<file path="src/rtl/i2c_reg_bank_if.sv">
// Register-bank side bus between an I2C slave front end and i2c_reg_bank.
// The master modport is the I2C slave / status source; slave is the register bank.
interface i2c_reg_bank_if #(
   parameter int unsigned DATA_W   = 8,
   parameter int unsigned NUM_REGS = 16
);
   logic                         ptrLoad;
   logic [DATA_W-1:0]            dataIn;
   logic                         writeEn;
   logic                         readAck;
   logic [NUM_REGS*DATA_W-1:0]   statusIn;
   logic [DATA_W-1:0]            dataOut;
   logic [NUM_REGS*DATA_W-1:0]   ctrlOut;
   logic                         errOut;

   modport master (
      output ptrLoad, dataIn, writeEn, readAck, statusIn,
      input  dataOut, ctrlOut, errOut
   );

   modport slave (
      input  ptrLoad, dataIn, writeEn, readAck, statusIn,
      output dataOut, ctrlOut, errOut
   );
endinterface

</file>
<file path="src/rtl/i2c_reg_bank.sv">
// Pointer-addressed register bank behind an I2C slave, with read-only status slots.
// Define I2C_REGBANK_AUTOINC_EN to make writeEn/readAck advance the pointer.
module i2c_reg_bank #(
   parameter int unsigned          DATA_W   = 8,
   parameter int unsigned          NUM_REGS = 16,
   parameter int unsigned          PTR_W    = 8,
   parameter logic [NUM_REGS-1:0]  RO_MASK  = '0,
   parameter logic [DATA_W-1:0]    RST_VAL  = '0
) (
   input  logic          clk,
   input  logic          rst,
   i2c_reg_bank_if.slave bus
);

   localparam logic [PTR_W:0] LAST_IDX = (PTR_W+1)'(NUM_REGS - 1);

   logic [DATA_W-1:0]          regs_q [NUM_REGS];
   logic [DATA_W-1:0]          regs_d [NUM_REGS];
   logic [PTR_W-1:0]           ptr_q, ptr_d;
   logic [DATA_W-1:0]          data_out_q, data_out_d;
   logic                       err_q, err_d;
   logic                       wr_hit;
   logic [NUM_REGS*DATA_W-1:0] ctrl_flat;

   always_comb begin
      regs_d = regs_q;
      ptr_d  = ptr_q;
      err_d  = 1'b0;
      wr_hit = 1'b0;

      for (int unsigned i = 0; i < NUM_REGS; i++) begin
         if (ptr_q == PTR_W'(i) && !RO_MASK[i]) begin
            wr_hit = 1'b1;
         end
      end

      if (bus.ptrLoad) begin
         ptr_d = bus.dataIn[PTR_W-1:0];
      end else begin
         if (bus.writeEn) begin
            for (int unsigned i = 0; i < NUM_REGS; i++) begin
               if (ptr_q == PTR_W'(i) && !RO_MASK[i]) begin
                  regs_d[i] = bus.dataIn;
               end
            end
            err_d = !wr_hit;
         end
`ifdef I2C_REGBANK_AUTOINC_EN
         // Out-of-range pointers wrap straight to 0 rather than counting up.
         if (bus.writeEn || bus.readAck) begin
            if ({1'b0, ptr_q} >= LAST_IDX) begin
               ptr_d = '0;
            end else begin
               ptr_d = ptr_q + PTR_W'(1);
            end
         end
`endif
      end
   end

`ifndef I2C_REGBANK_AUTOINC_EN
   logic unused_read_ack;
   assign unused_read_ack = bus.readAck;
`endif

   always_comb begin
      data_out_d = '0;
      for (int unsigned i = 0; i < NUM_REGS; i++) begin
         if (ptr_q == PTR_W'(i)) begin
            data_out_d = RO_MASK[i] ? bus.statusIn[i*DATA_W +: DATA_W] : regs_q[i];
         end
      end
   end

   always_comb begin
      ctrl_flat = '0;
      for (int unsigned i = 0; i < NUM_REGS; i++) begin
         if (!RO_MASK[i]) begin
            ctrl_flat[i*DATA_W +: DATA_W] = regs_q[i];
         end
      end
   end

   always_ff @(posedge clk) begin
      if (rst) begin
         for (int unsigned i = 0; i < NUM_REGS; i++) begin
            regs_q[i] <= RO_MASK[i] ? '0 : RST_VAL;
         end
         ptr_q      <= '0;
         data_out_q <= '0;
         err_q      <= 1'b0;
      end else begin
         regs_q     <= regs_d;
         ptr_q      <= ptr_d;
         data_out_q <= data_out_d;
         err_q      <= err_d;
      end
   end

   assign bus.dataOut = data_out_q;
   assign bus.ctrlOut = ctrl_flat;
   assign bus.errOut  = err_q;

endmodule

</file>
<file path="src/flat_wrapper.sv">
// flat-port wrapper written by rule: the top's interface ports become plain ports
module i2c_reg_bank_flat 
#(
   parameter int unsigned          DATA_W   = 8,
   parameter int unsigned          NUM_REGS = 16,
   parameter int unsigned          PTR_W    = 8,
   parameter logic [NUM_REGS-1:0]  RO_MASK  = '0,
   parameter logic [DATA_W-1:0]    RST_VAL  = '0
)
  (clk, rst, bus_ptrLoad, bus_dataIn, bus_writeEn, bus_readAck, bus_statusIn, bus_dataOut, bus_ctrlOut, bus_errOut);
  i2c_reg_bank_if #(.DATA_W(DATA_W), .NUM_REGS(NUM_REGS)) bus_i ();
  input  logic clk;
  input  logic rst;
  input wire logic [$bits(bus_i.ptrLoad)-1:0] bus_ptrLoad;
  input wire logic [$bits(bus_i.dataIn)-1:0] bus_dataIn;
  input wire logic [$bits(bus_i.writeEn)-1:0] bus_writeEn;
  input wire logic [$bits(bus_i.readAck)-1:0] bus_readAck;
  input wire logic [$bits(bus_i.statusIn)-1:0] bus_statusIn;
  output wire logic [$bits(bus_i.dataOut)-1:0] bus_dataOut;
  output wire logic [$bits(bus_i.ctrlOut)-1:0] bus_ctrlOut;
  output wire logic [$bits(bus_i.errOut)-1:0] bus_errOut;
  assign bus_i.ptrLoad = bus_ptrLoad;
  assign bus_i.dataIn = bus_dataIn;
  assign bus_i.writeEn = bus_writeEn;
  assign bus_i.readAck = bus_readAck;
  assign bus_i.statusIn = bus_statusIn;
  assign bus_dataOut = bus_i.dataOut;
  assign bus_ctrlOut = bus_i.ctrlOut;
  assign bus_errOut = bus_i.errOut;
  i2c_reg_bank #(.DATA_W(DATA_W), .NUM_REGS(NUM_REGS), .PTR_W(PTR_W), .RO_MASK(RO_MASK), .RST_VAL(RST_VAL)) u_core (.clk(clk), .rst(rst), .bus(bus_i));
endmodule
</file>
<file path="config.mk">
export PLATFORM = sky130hd
export DESIGN_NAME = i2c_reg_bank_flat
export DESIGN_NICKNAME = d
export VERILOG_FILES = /design/src/rtl/i2c_reg_bank_if.sv /design/src/rtl/i2c_reg_bank.sv /design/src/flat_wrapper.sv
export SDC_FILE = /design/constraint.sdc
export NUM_CORES = 1
export LEC_CHECK = 0
export ABC_CLOCK_PERIOD_IN_PS = 3100
export BUFFER_PORTS_ARGS = -buffer_cell sky130_fd_sc_hd__buf_2
export CELL_PAD_IN_SITES_DETAIL_PLACEMENT = 0
export CELL_PAD_IN_SITES_GLOBAL_PLACEMENT = 1
export CORE_ASPECT_RATIO = 0.75
export CORE_MARGIN = 2
export CORE_UTILIZATION = 37
export CTS_CLUSTER_DIAMETER = 150
export CTS_CLUSTER_SIZE = 16
export DETAILED_ROUTE_END_ITERATION = 10
export PLACE_DENSITY_LB_ADDON = 0.1
export SYNTH_ARGS = -nofsm -noshare
export SYNTH_HDL_FRONTEND = slang
export SYNTH_SLANG_ARGS = --single-unit
</file>
<file path="constraint.sdc">
create_clock -name clk -period 3.1 [get_ports clk]
set_input_delay 0.62 -clock clk [delete_from_list [all_inputs] [get_ports clk]]
set_output_delay 0.62 -clock clk [all_outputs]
set_load 0.03 [all_outputs]
</file>
==> qor.yml, run 1 <==
grt_usage_pct: 26.14
wl_per_cell_um: 21.63
synth_fp_nets: 946
num_antenna_cells: 0
holdBufCountCts: 0
drive_gt1_share_pct: 24.68
drc: 0
clkPwrFrac_pct: 46.6
path_max_fanout: 25
syn_to_final_growth_pct: 22.24
synthFlopType: "dfxtp_1"
critPathLaunchType: "register"
worstPathCellList: "nand2b_1 > nor2_2 > buf_4 > nand2_1 > nand2_1 > a21oi_1"
powerDensity_mw_per_mm2: 523.7
worstHoldStart: "u_core.bus.ctrlOut[102]"
netlist_area_mm2: 0.006758
outcome: "completed"
crit_buf_inv: 1
nNetsFinal: 1065
cpMostUsedCell: "nand2_1"
dieArea_mm2: 0.01937
setup_viol: 0
fin_skew_ps: 8.033
min_period_ps: 2612
cp-end-kind: "register"
port_buffers: 148
post_cts_buffers: 0
ios: 278
r2r-start: "u_core.ptr_q[2]"
drv_cap: 0
antenna_found_initial: 0
finalMaxSlewViolations: 0
regToRegEndpoint: "u_core.bus.ctrlOut[42]"
cts_resized: 0
cts_tree: "built"
post_synth_main_area_contributors: "dfxtp_1 (43%), mux2i_1 (12%), a21oi_1 (6.7%)"
htreeDepth: 4
rows: 42
power.switching_mw: 1.127
final_hold_viol_count: 0
synth.distinct_cells: 59
drtIter0Drc: 697
first_pass_iters: 7
relSlewSlack_pct: 36.65
p_leak_nw: 3.446
vias: 6586
ys_seq_elements: 145
grt_pass1_vias: 6159
holdPathEnd: "u_core.bus.ctrlOut[102]"
r2r_slack_ps: 490
crit_required_ps: 3400
fmax_ghz: 0.3828
cts-root-buf: "clkbuf_16"
die_h_um: 121.0
totalWireLength_um: 25480
synth_cells: 805
pwr-share-comb_pct: 9.0
arrival_ps: 2910
worst_pin_slew_ps: 949.0
whs_path_depth: 2
initial_utilization_pct: 38.05
p_int_mw: 3.198
antenna_left: 0
p_seq_share_pct: 44.3
overflow: 0
clk_pin_slew_ps: 60
grt_max_degree: 80
clock_latency_ps: 430
place_hpwl_um: 17450
vdd_drop_max_mv: 0.3015
synth_top_area_share_pct: 42.96
cpLargestDelayFamily: "simple AND/OR/NAND/NOR gates"
yosysTopAreaCell: "dfxtp_1"
worstSetupPathType: "reg2reg"
yosysWarningCount: 0
cts.sinks: 145
avgSynthCellArea_um2: 8.395
grt_first_pass_wirelength_um: 38110
numCtsBuffers: 17
synth-edff-count: 0
setup_tns_ps: 0
dieWidth_um: 160.1
hold_class: "reg2reg"
placedInstanceArea_mm2: 0.007696
rsz0062_at_grt: "no"
place_congestion: 0.8631
p_sw_share_pct: 26.06
fin_area_mm2: 0.008260
viasPerCell: 5.591
coreArea_mm2: 0.01776
cts_buffer_depth: 2
cp_slowest_cell: "dfxtp_1"
cp_slowest_stage_delay_ps: 940
synthArstFlopShare_pct: 0
fin_crit_sh_pct: 84.27
reg2reg_depth: 6
ys_seq_area_share_pct: 42.96
-- cell usage in the layout, fill, tap and decap left out, types with 3 or more instances in the layout --
| master | instances |
|---|---|
| o21a_1 | 3 |
| nor3_4 | 4 |
| nor2_1 | 100 |
| o21ai_0 | 25 |
| nor2b_1 | 10 |
| mux2_2 | 9 |
| and3_1 | 3 |
| inv_1 | 3 |
| clkbuf_16 | 17 |
| or2_2 | 3 |
| clkbuf_1 | 4 |
| o22ai_1 | 8 |
| nand2_1 | 112 |
| clkinv_2 | 3 |
| nor3b_1 | 3 |
| a211oi_1 | 3 |
| a221oi_1 | 4 |
| nor3_1 | 5 |
| nand3b_1 | 3 |
| mux4_2 | 4 |
| or3_1 | 3 |
| nand2b_1 | 11 |
| a2bb2oi_1 | 4 |
| o32ai_1 | 3 |
| a31oi_1 | 5 |
| nand3_1 | 45 |
| clkinv_4 | 4 |
| mux2i_1 | 83 |
| buf_4 | 22 |
| nor2_2 | 3 |
| dfxtp_1 | 143 |
| a21oi_1 | 90 |
| o2bb2ai_1 | 6 |
| buf_2 | 147 |
-- cell usage after synthesis (8+ instances only) --
| master | n |
|---|---|
| nor2b_1 | 10 |
| mux2i_1 | 83 |
| nand2b_1 | 11 |
| clkbuf_1 | 51 |
| dfxtp_1 | 145 |
| nand2_1 | 112 |
| mux2_2 | 9 |
| a21oi_1 | 90 |
| nor2_1 | 100 |
| nand3_1 | 45 |
| o22ai_1 | 8 |
| o21ai_0 | 25 |
| buf_2 | 18 |
-- state kept, by name (all words and copies together) (netlist names) --
signal              count
u_core.bus.errOut       1
u_core.bus.dataOut      8
u_core.bus.ctrlOut    128
u_core.ptr_q            8
-- logic make-up (layout without fill, tap and decap cells) --
kind of cell	count (synthesis)	in the layout	synth area share, %
DFF	145	145	42.95
muxes	96	96	15.13
and+or+nand+nor	317	317	21.88
buffers and inverters	75	206	4.777
AOI/OAI and AO/OA	172	172	15.26
-- layout make-up --
| type | count | area, µm² |
|---|---|---|
| Fill cell | 1819 | 9502 |
| Multi-Input combinational cell | 585 | 3532 |
| Sequential cell | 145 | 2905 |
| Timing Repair Buffer | 171 | 940.9 |
| Clock buffer | 22 | 454.2 |
| Tap cell | 242 | 302.8 |
| Clock inverter | 9 | 110.1 |
| Inverter | 4 | 15.01 |
-- power by group through the flow --
stage | sequential, mW | combinational (mW) | clock (mW)
2_1_floorplan | 1.96 | 0.255 | 0
3_3_place_gp | 1.96 | 0.382 | 0
3_5_place_dp | 1.96 | 0.384 | 0
4_1_cts | 1.92 | 0.385 | 2.05
5_1_grt | 1.92 | 0.416 | 2.11
6_report | 1.92 | 0.390 | 2.02
-- worst reg2reg max path, cell delays in order (launching register included) --
cell	delay, ps
dfxtp_1	940
nand2b_1	380
nor2_2	360
buf_4	310
nand2_1	270
nand2_1	150
a21oi_1	70
-- per-stage QoR --
step / utilization (%) / power, mW / hold slack, ps / std cells / worst slack, ps
after floorplan: - / 2.215 / 532.0 / 805 / 934.9
after global placement: 43.33 / 2.339 / 452.1 / 1147 / 586.6
after detailed placement: 43.33 / 2.342 / 461.5 / 1147 / 545.9
after CTS: 46.51 / 4.349 / 472.0 / 1178 / 524.6
after global routing: 46.51 / 4.443 / 489.7 / 1178 / 341.8
final: 46.51 / 4.326 / 469.9 / 1178 / 487.7
-- metal layers --
metal / vias up / track usage, % / routed length (µm)
li1: 3062 / - / -
met1: 3216 / 38.26 / 12290
met2: 287 / 39.61 / 11140
met3: 21 / 4.956 / 1780
met4: 0 / 6.475 / 272
met5: - / 0 / 0
-- worst max path at each step --
stage / startpoint / slack [ps] / end / cells after the start
after detailed placement: u_core.ptr_q[2] / 550 / u_core.bus.ctrlOut[42] / 6
after global routing: u_core.ptr_q[2] / 340 / u_core.bus.ctrlOut[42] / 6
after CTS: u_core.ptr_q[2] / 520 / u_core.bus.ctrlOut[42] / 6
after floorplan: bus_ptrLoad / 930 / u_core.bus.ctrlOut[32] / 5
final: u_core.ptr_q[2] / 490 / u_core.bus.ctrlOut[42] / 6
after global placement: u_core.ptr_q[2] / 590 / u_core.bus.ctrlOut[45] / 6
No activity file was read; power rests on OpenSTA's default activity.
==> run 2, diff against run 1 <==
Settings changed: ABC_AREA set to 1, ABC_CLOCK_PERIOD_IN_PS 3100 to 2500, CORE_UTILIZATION 37 to 33.
Clock period 3.1 ns to 2.5 ns, I/O delays scaled along.
==> qor.yml, run 2 <==
synth_common_cells: "dfxtp_1 (145), nand2_1 (144), nor2_1 (113), o21ai_0 (113), a21oi_1 (109)"
multi_input_area_mm2: 0.002913  # -18%
regToRegEndpoint: "u_core.bus.dataOut[1]"
numCtsBuffers: 17  # unchanged
final_cell_mix: "buf_2 (148), dfxtp_1 (145), nand2_1 (144)"
grt_first_pass_wirelength_um: 35280  # -7.4%
ys_seq_area_share_pct: 45.05  # +2.1 points
cp_slowest_stage_delay_ps: 340  # -600 ps
ios: 278  # unchanged
finish.utilization_pct: 41.55  # -5.0 points
critPathLaunchType: "register"
wl_per_cell_um: 17.99  # -17%
antenna_left: 0  # unchanged
port_buffers: 148  # unchanged
drc: 0  # unchanged
cts.sinks: 145  # unchanged
pre_cts_slack_ps: 296.4  # -249.5 ps
worst_pin_slew_ps: 572.9  # -376.1 ps
instances_no_fill: 1311  # +11%
synth_fp_nets: 1053  # +11%
syn_to_final_growth_pct: 24.25
powerDensity_mw_per_mm2: 679.5  # +30%
fillerInstances: 2119  # +16%
initial_utilization_pct: 33.44  # -4.6 points
crit_required_ps: 2830  # -570 ps
relSlewSlack_pct: 61.81  # +25 points
totalWireLength_um: 23580  # -7.4%
rows: 44  # +4.8%
grt_max_degree: 47  # -41%
synth-edff-count: 0  # unchanged
place_congestion: 0.7947  # -7.9%
outcome: "completed"
yosysTopAreaCell: "dfxtp_1"
yosysWarningCount: 0  # unchanged
worstPathCellList: "nor2_1 > nand2_4 > inv_4 > nand3_2 > nand2_1 > nor3_1 > nand2_1 > nand2_1 > nand3_1 > nand2_1 > nand4_1 > nand2_1 > inv_1"
path_max_fanout: 10  # -60%
viasPerCell: 4.912  # -12%
vdd_drop_max_mv: 0.3240  # +7.4%
final_hold_viol_count: 0  # unchanged
synthArstFlopShare_pct: 0  # unchanged
vias: 6440  # -2.2%
largest_reg_flops: 128  # unchanged
ys_seq_elements: 145  # unchanged
fin_crit_sh_pct: 90.64  # +6.4 points
p_leak_nw: 3.591  # +4.2%
cp_slowest_cell: "dfxtp_1"
drive_gt1_share_pct: 21.74  # -2.9 points
setup_viol: 0  # unchanged
place_inst: 1279  # +12%
dieArea_mm2: 0.02067  # +6.7%
fmax_ghz: 0.4413  # +15%
cts_resized: 0  # unchanged
whs_path_depth: 3  # +1
post_synth_main_area_contributors: "dfxtp_1 (45%), o21ai_0 (8.8%), a21oi_1 (8.5%)"
first_pass_iters: 5  # -2
synth_most_common_cell: "dfxtp_1"
synth.distinct_cells: 32  # -46%
setup_tns_ps: 0  # unchanged
holdBufCountCts: 0  # unchanged
grt_pass1_vias: 5832  # -5.3%
place_hpwl_um: 16440  # -5.8%
holdPathEnd: "u_core.ptr_q[6]"
r2r_slack_ps: 230  # -250 ps
grt_usage_pct: 22.81  # -3.3 points
arrival_ps: 2590  # -320 ps
setup_ws_ps: 234.0  # -253.7 ps
overflow: 0  # unchanged
die_h_um: 125.0  # +3.3%
cts-root-buf: "clkbuf_16"
dieWidth_um: 165.4  # +3.3%
worstSetupPathType: "reg2reg"
num_antenna_cells: 0  # unchanged
nNetsFinal: 1186  # +11%
rsz0062_at_grt: "no"
cts_tree: "built"
coreArea_mm2: 0.01927  # +8.5%
post_cts_buffers: 0  # unchanged
min_period_ps: 2266  # -346.3 ps
fin_skew_ps: 13.97  # +5.942 ps
synth_top_area_share_pct: 45.05  # +2.1 points
cp-end-kind: "register"
clk_pin_slew_ps: 60  # about the same
clock_latency_ps: 430  # about the same
regArea_mm2: 0.002903  # about the same
synth_cells: 912  # +13%
reg2reg_depth: 13  # +7
r2r-start: "u_core.ptr_q[5]"
final_common_cell: "buf_2"
finalMaxSlewViolations: 0  # unchanged
startpoint: "u_core.ptr_q[5]"
htreeDepth: 4  # unchanged
hold_class: "in2reg"
worstHoldStart: "bus_ptrLoad"
drv_cap: 0  # unchanged
antenna_found_initial: 0  # unchanged
synthFlopType: "dfxtp_1"
drtIter0Drc: 467  # -33%
avgSynthCellArea_um2: 7.065  # -16%
cts_buffer_depth: 2  # unchanged
netlist_area_mm2: 0.006444  # -4.6%
cpMostUsedCell: "nand2_1"
==> run 2: cells by family after synthesis <==
| kind of cell | count (synthesis) | share of synthesized area, % |
|---|---|---|
| simple gates | 363 | 25.26 |
| compound gates | 249 | 19.94 |
| buf+inv | 155 | 9.748 |
| flops | 145 | 45.05 |
==> run 2: cell type report <==
type / count / share of cell area, %
Timing Repair Buffer: 159 / 10.60
Clock inverter: 13 / 1.969
Clock buffer: 19 / 5.657
Sequential cell: 145 / 36.26
Inverter: 110 / 5.188
Tap cell: 253 / 3.954
Multi-Input combinational cell: 612 / 36.38
==> run 2: worst max-delay path by stage <==
stage	endpoint	slack [ps]	cells after the start
finish	u_core.bus.dataOut[1]	230	13
detailed placement	u_core.bus.dataOut[1]	300	13
global placement	u_core.bus.dataOut[2]	300	14
floorplan	u_core.bus.ctrlOut[107]	810	8
CTS	u_core.bus.dataOut[1]	280	13
global route	u_core.bus.dataOut[1]	90	11
==> run 2: power breakdown <==
group | internal [mW] | switching, mW | leakage (nW)
logic | 0.0891 | 0.307 | 2.12
registers | 2.34 | 0.0239 | 1.17
clock network | 1.62 | 1.06 | 0.303
==> run 2: stage by stage <==
stage               hold WS, ps  total power [mW]  cell area [µm²]
floorplan                 463.5             2.656             6444
global placement          449.8             2.808             7396
detailed placement        456.3             2.807             7396
CTS                       372.6             5.469             8006
global route              422.9             5.625             8006
finish                    381.0             5.440             8006
==> run 2: worst max-delay path, delay by kind of cell, from the launching register on <==
kind	cells	cell delay, ps
flip-flops	1	340
AND/OR/NAND/NOR	11	1660
buffers and inverters	2	150
==> run 2: per-layer routing <==
layer  part of all wire, %  track usage (%)  up-vias
li1                      -                -     3265
met1                    53            36.42     2956
met2                    39            30.51      202
met3                   6.6            4.944       17
met4                   1.1            5.578        0
met5                     0                0        -
==> run 3, diff against run 2 <==
Settings changed: ABC_AREA 1 to not set, CORE_UTILIZATION 33 to 35.
==> qor.yml, run 3 (synthesized netlist as in run 1, its figures left out) <==
outcome: "completed"
setup_tns_ps: 0  # unchanged
cts_buffer_depth: 2  # unchanged
numCtsBuffers: 17  # unchanged
hold_class: "reg2reg"
largest_reg_flops: 128  # unchanged
antenna_left: 0  # unchanged
startpoint: "u_core.ptr_q[0]"
cts-root-buf: "clkbuf_16"
dieWidth_um: 164.5  # -0.55%
rsz0062_at_grt: "no"
drive_gt1_share_pct: 26.26  # +4.5 points
power_mw: 5.684  # +4.5%
initial_utilization_pct: 36.09  # +2.7 points
syn_to_final_growth_pct: 25.01
hold_slack_ps: 476.0  # +94.99 ps
num_antenna_cells: 0  # unchanged
whs_path_depth: 2  # -1
wl_per_cell_um: 21.47  # +19%
finalMaxSlewViolations: 0  # unchanged
clk_pin_slew_ps: 60  # about the same
arrival_ps: 2670  # +80 ps
place_hpwl_um: 18170  # +11%
reg2reg_depth: 7  # -6
cts_tree: "built"
totalWireLength_um: 25740  # +9.2%
placedInstanceArea_mm2: 0.007802  # +5.5%
drv_cap: 0  # unchanged
rows: 43  # -2.3%
dieArea_mm2: 0.02045  # -1.1%
fin_area_mm2: 0.008448  # +5.5%
post_cts_buffers: 0  # unchanged
grt_pass1_vias: 6308  # +8.2%
nNetsFinal: 1080  # -8.9%
r2r_slack_ps: 200  # -40 ps
final_common_cell: "buf_2"
regToRegEndpoint: "u_core.bus.dataOut[2]"
final_hold_viol_count: 0  # unchanged
relSlewSlack_pct: 38.00  # -24 points
cts.sinks: 145  # unchanged
cts_resized: 0  # unchanged
vdd_drop_max_mv: 0.3201  # -1.2%
worstHoldStart: "u_core.bus.ctrlOut[102]"
worst_pin_slew_ps: 930.0  # +357.1 ps
critPathLaunchType: "register"
die_h_um: 124.3  # -0.54%
holdPathEnd: "u_core.bus.ctrlOut[102]"
powerDensity_mw_per_mm2: 672.8  # -0.99%
clock_latency_ps: 430  # about the same
final_cell_mix: "buf_2 (147), dfxtp_1 (143), nand2_1 (112)"
coreArea_mm2: 0.01872  # -2.8%
drc: 0  # unchanged
fmax_ghz: 0.4340  # -1.6%
pre_cts_slack_ps: 19.89  # -276.5 ps
fin_crit_sh_pct: 92.16  # +1.5 points
vias: 6698  # +4.0%
r2r-start: "u_core.ptr_q[0]"
htreeDepth: 4  # unchanged
grt_max_degree: 82  # +74%
first_pass_iters: 5  # unchanged
path_max_fanout: 18  # +8
p_leak_nw: 3.552  # -1.1%
setup_viol: 0  # unchanged
viasPerCell: 5.586  # +14%
ios: 278  # unchanged
port_buffers: 148  # unchanged
drtIter0Drc: 564  # +21%
holdBufCountCts: 0  # unchanged
place_congestion: 0.8888  # +12%
antenna_found_initial: 0  # unchanged
setup_ws_ps: 196.1  # -37.88 ps
crit_required_ps: 2870  # +40 ps
cp-end-kind: "register"
min_period_ps: 2304  # +37.88 ps
worstSetupPathType: "reg2reg"
grt_first_pass_wirelength_um: 38850  # +10%
fin_skew_ps: 14.14  # +0.1634 ps
overflow: 0  # unchanged
grt_usage_pct: 25.37  # +2.6 points
-- run 3: changes by cell type in the layout (fill, tap and decap cells not counted), moves of 7 or more --
cell / previous run / this run
inv_1: 100 / 3
o21ai_0: 113 / 25
mux2i_1: 0 / 83
nand2_1: 144 / 112
buf_4: 9 / 38
a21oi_1: 109 / 90
nand3_1: 63 / 45
nor2_1: 113 / 100
nand2b_1: 0 / 11
nor2b_1: 0 / 10
mux2_2: 0 / 9
o21ai_1: 9 / 0
nand2_2: 8 / 1
-- run 3: where the power goes --
group / switching [mW] / internal, mW
registers: 0.0304 / 2.33
logic: 0.356 / 0.150
clock network: 1.05 / 1.76
-- run 3: critical path, stage by stage, from the launching register on --
cell	delay, ps
dfxtp_2	560
buf_4	320
nand2_1	100
o21ai_0	210
o311ai_0	260
buf_4	210
a32oi_1	360
o21a_1	210
-- run 3: cell type report --
cell class	count	area, µm²
clock buffer	21	470.5
clock inverter	11	175.2
fill	1890	10270
inverter	4	15.01
multi-input combinational	585	3532
sequential	145	2905
tap	247	309.0
timing repair buffer	186	1041
-- run 3: worst max-delay path by stage --
stage                                   to  depth (start not counted)
floorplan           u_core.bus.ctrlOut[32]                          5
detailed placement  u_core.bus.ctrlOut[21]                          7
finish               u_core.bus.dataOut[2]                          7
global route        u_core.bus.ctrlOut[48]                          6
CTS                 u_core.bus.ctrlOut[48]                          6
global placement    u_core.bus.ctrlOut[21]                          7
-- run 3: layer usage --
| metal | up-vias | share of wire, % | global-route usage [%] |
|---|---|---|---|
| li1 | 3091 | - | - |
| met3 | 39 | 7.7 | 5.894 |
| met4 | 0 | 2.2 | 8.184 |
| met1 | 3269 | 47 | 37.40 |
| met2 | 299 | 43 | 36.28 |
| met5 | - | 0 | 0 |
-- run 3: through the flow --
stage	utilization [%]	std cells
after floorplan	-	805
after global placement	41.67	1167
after detailed placement	41.67	1167
after CTS	45.12	1199
after global routing	45.12	1199
final	45.12	1199
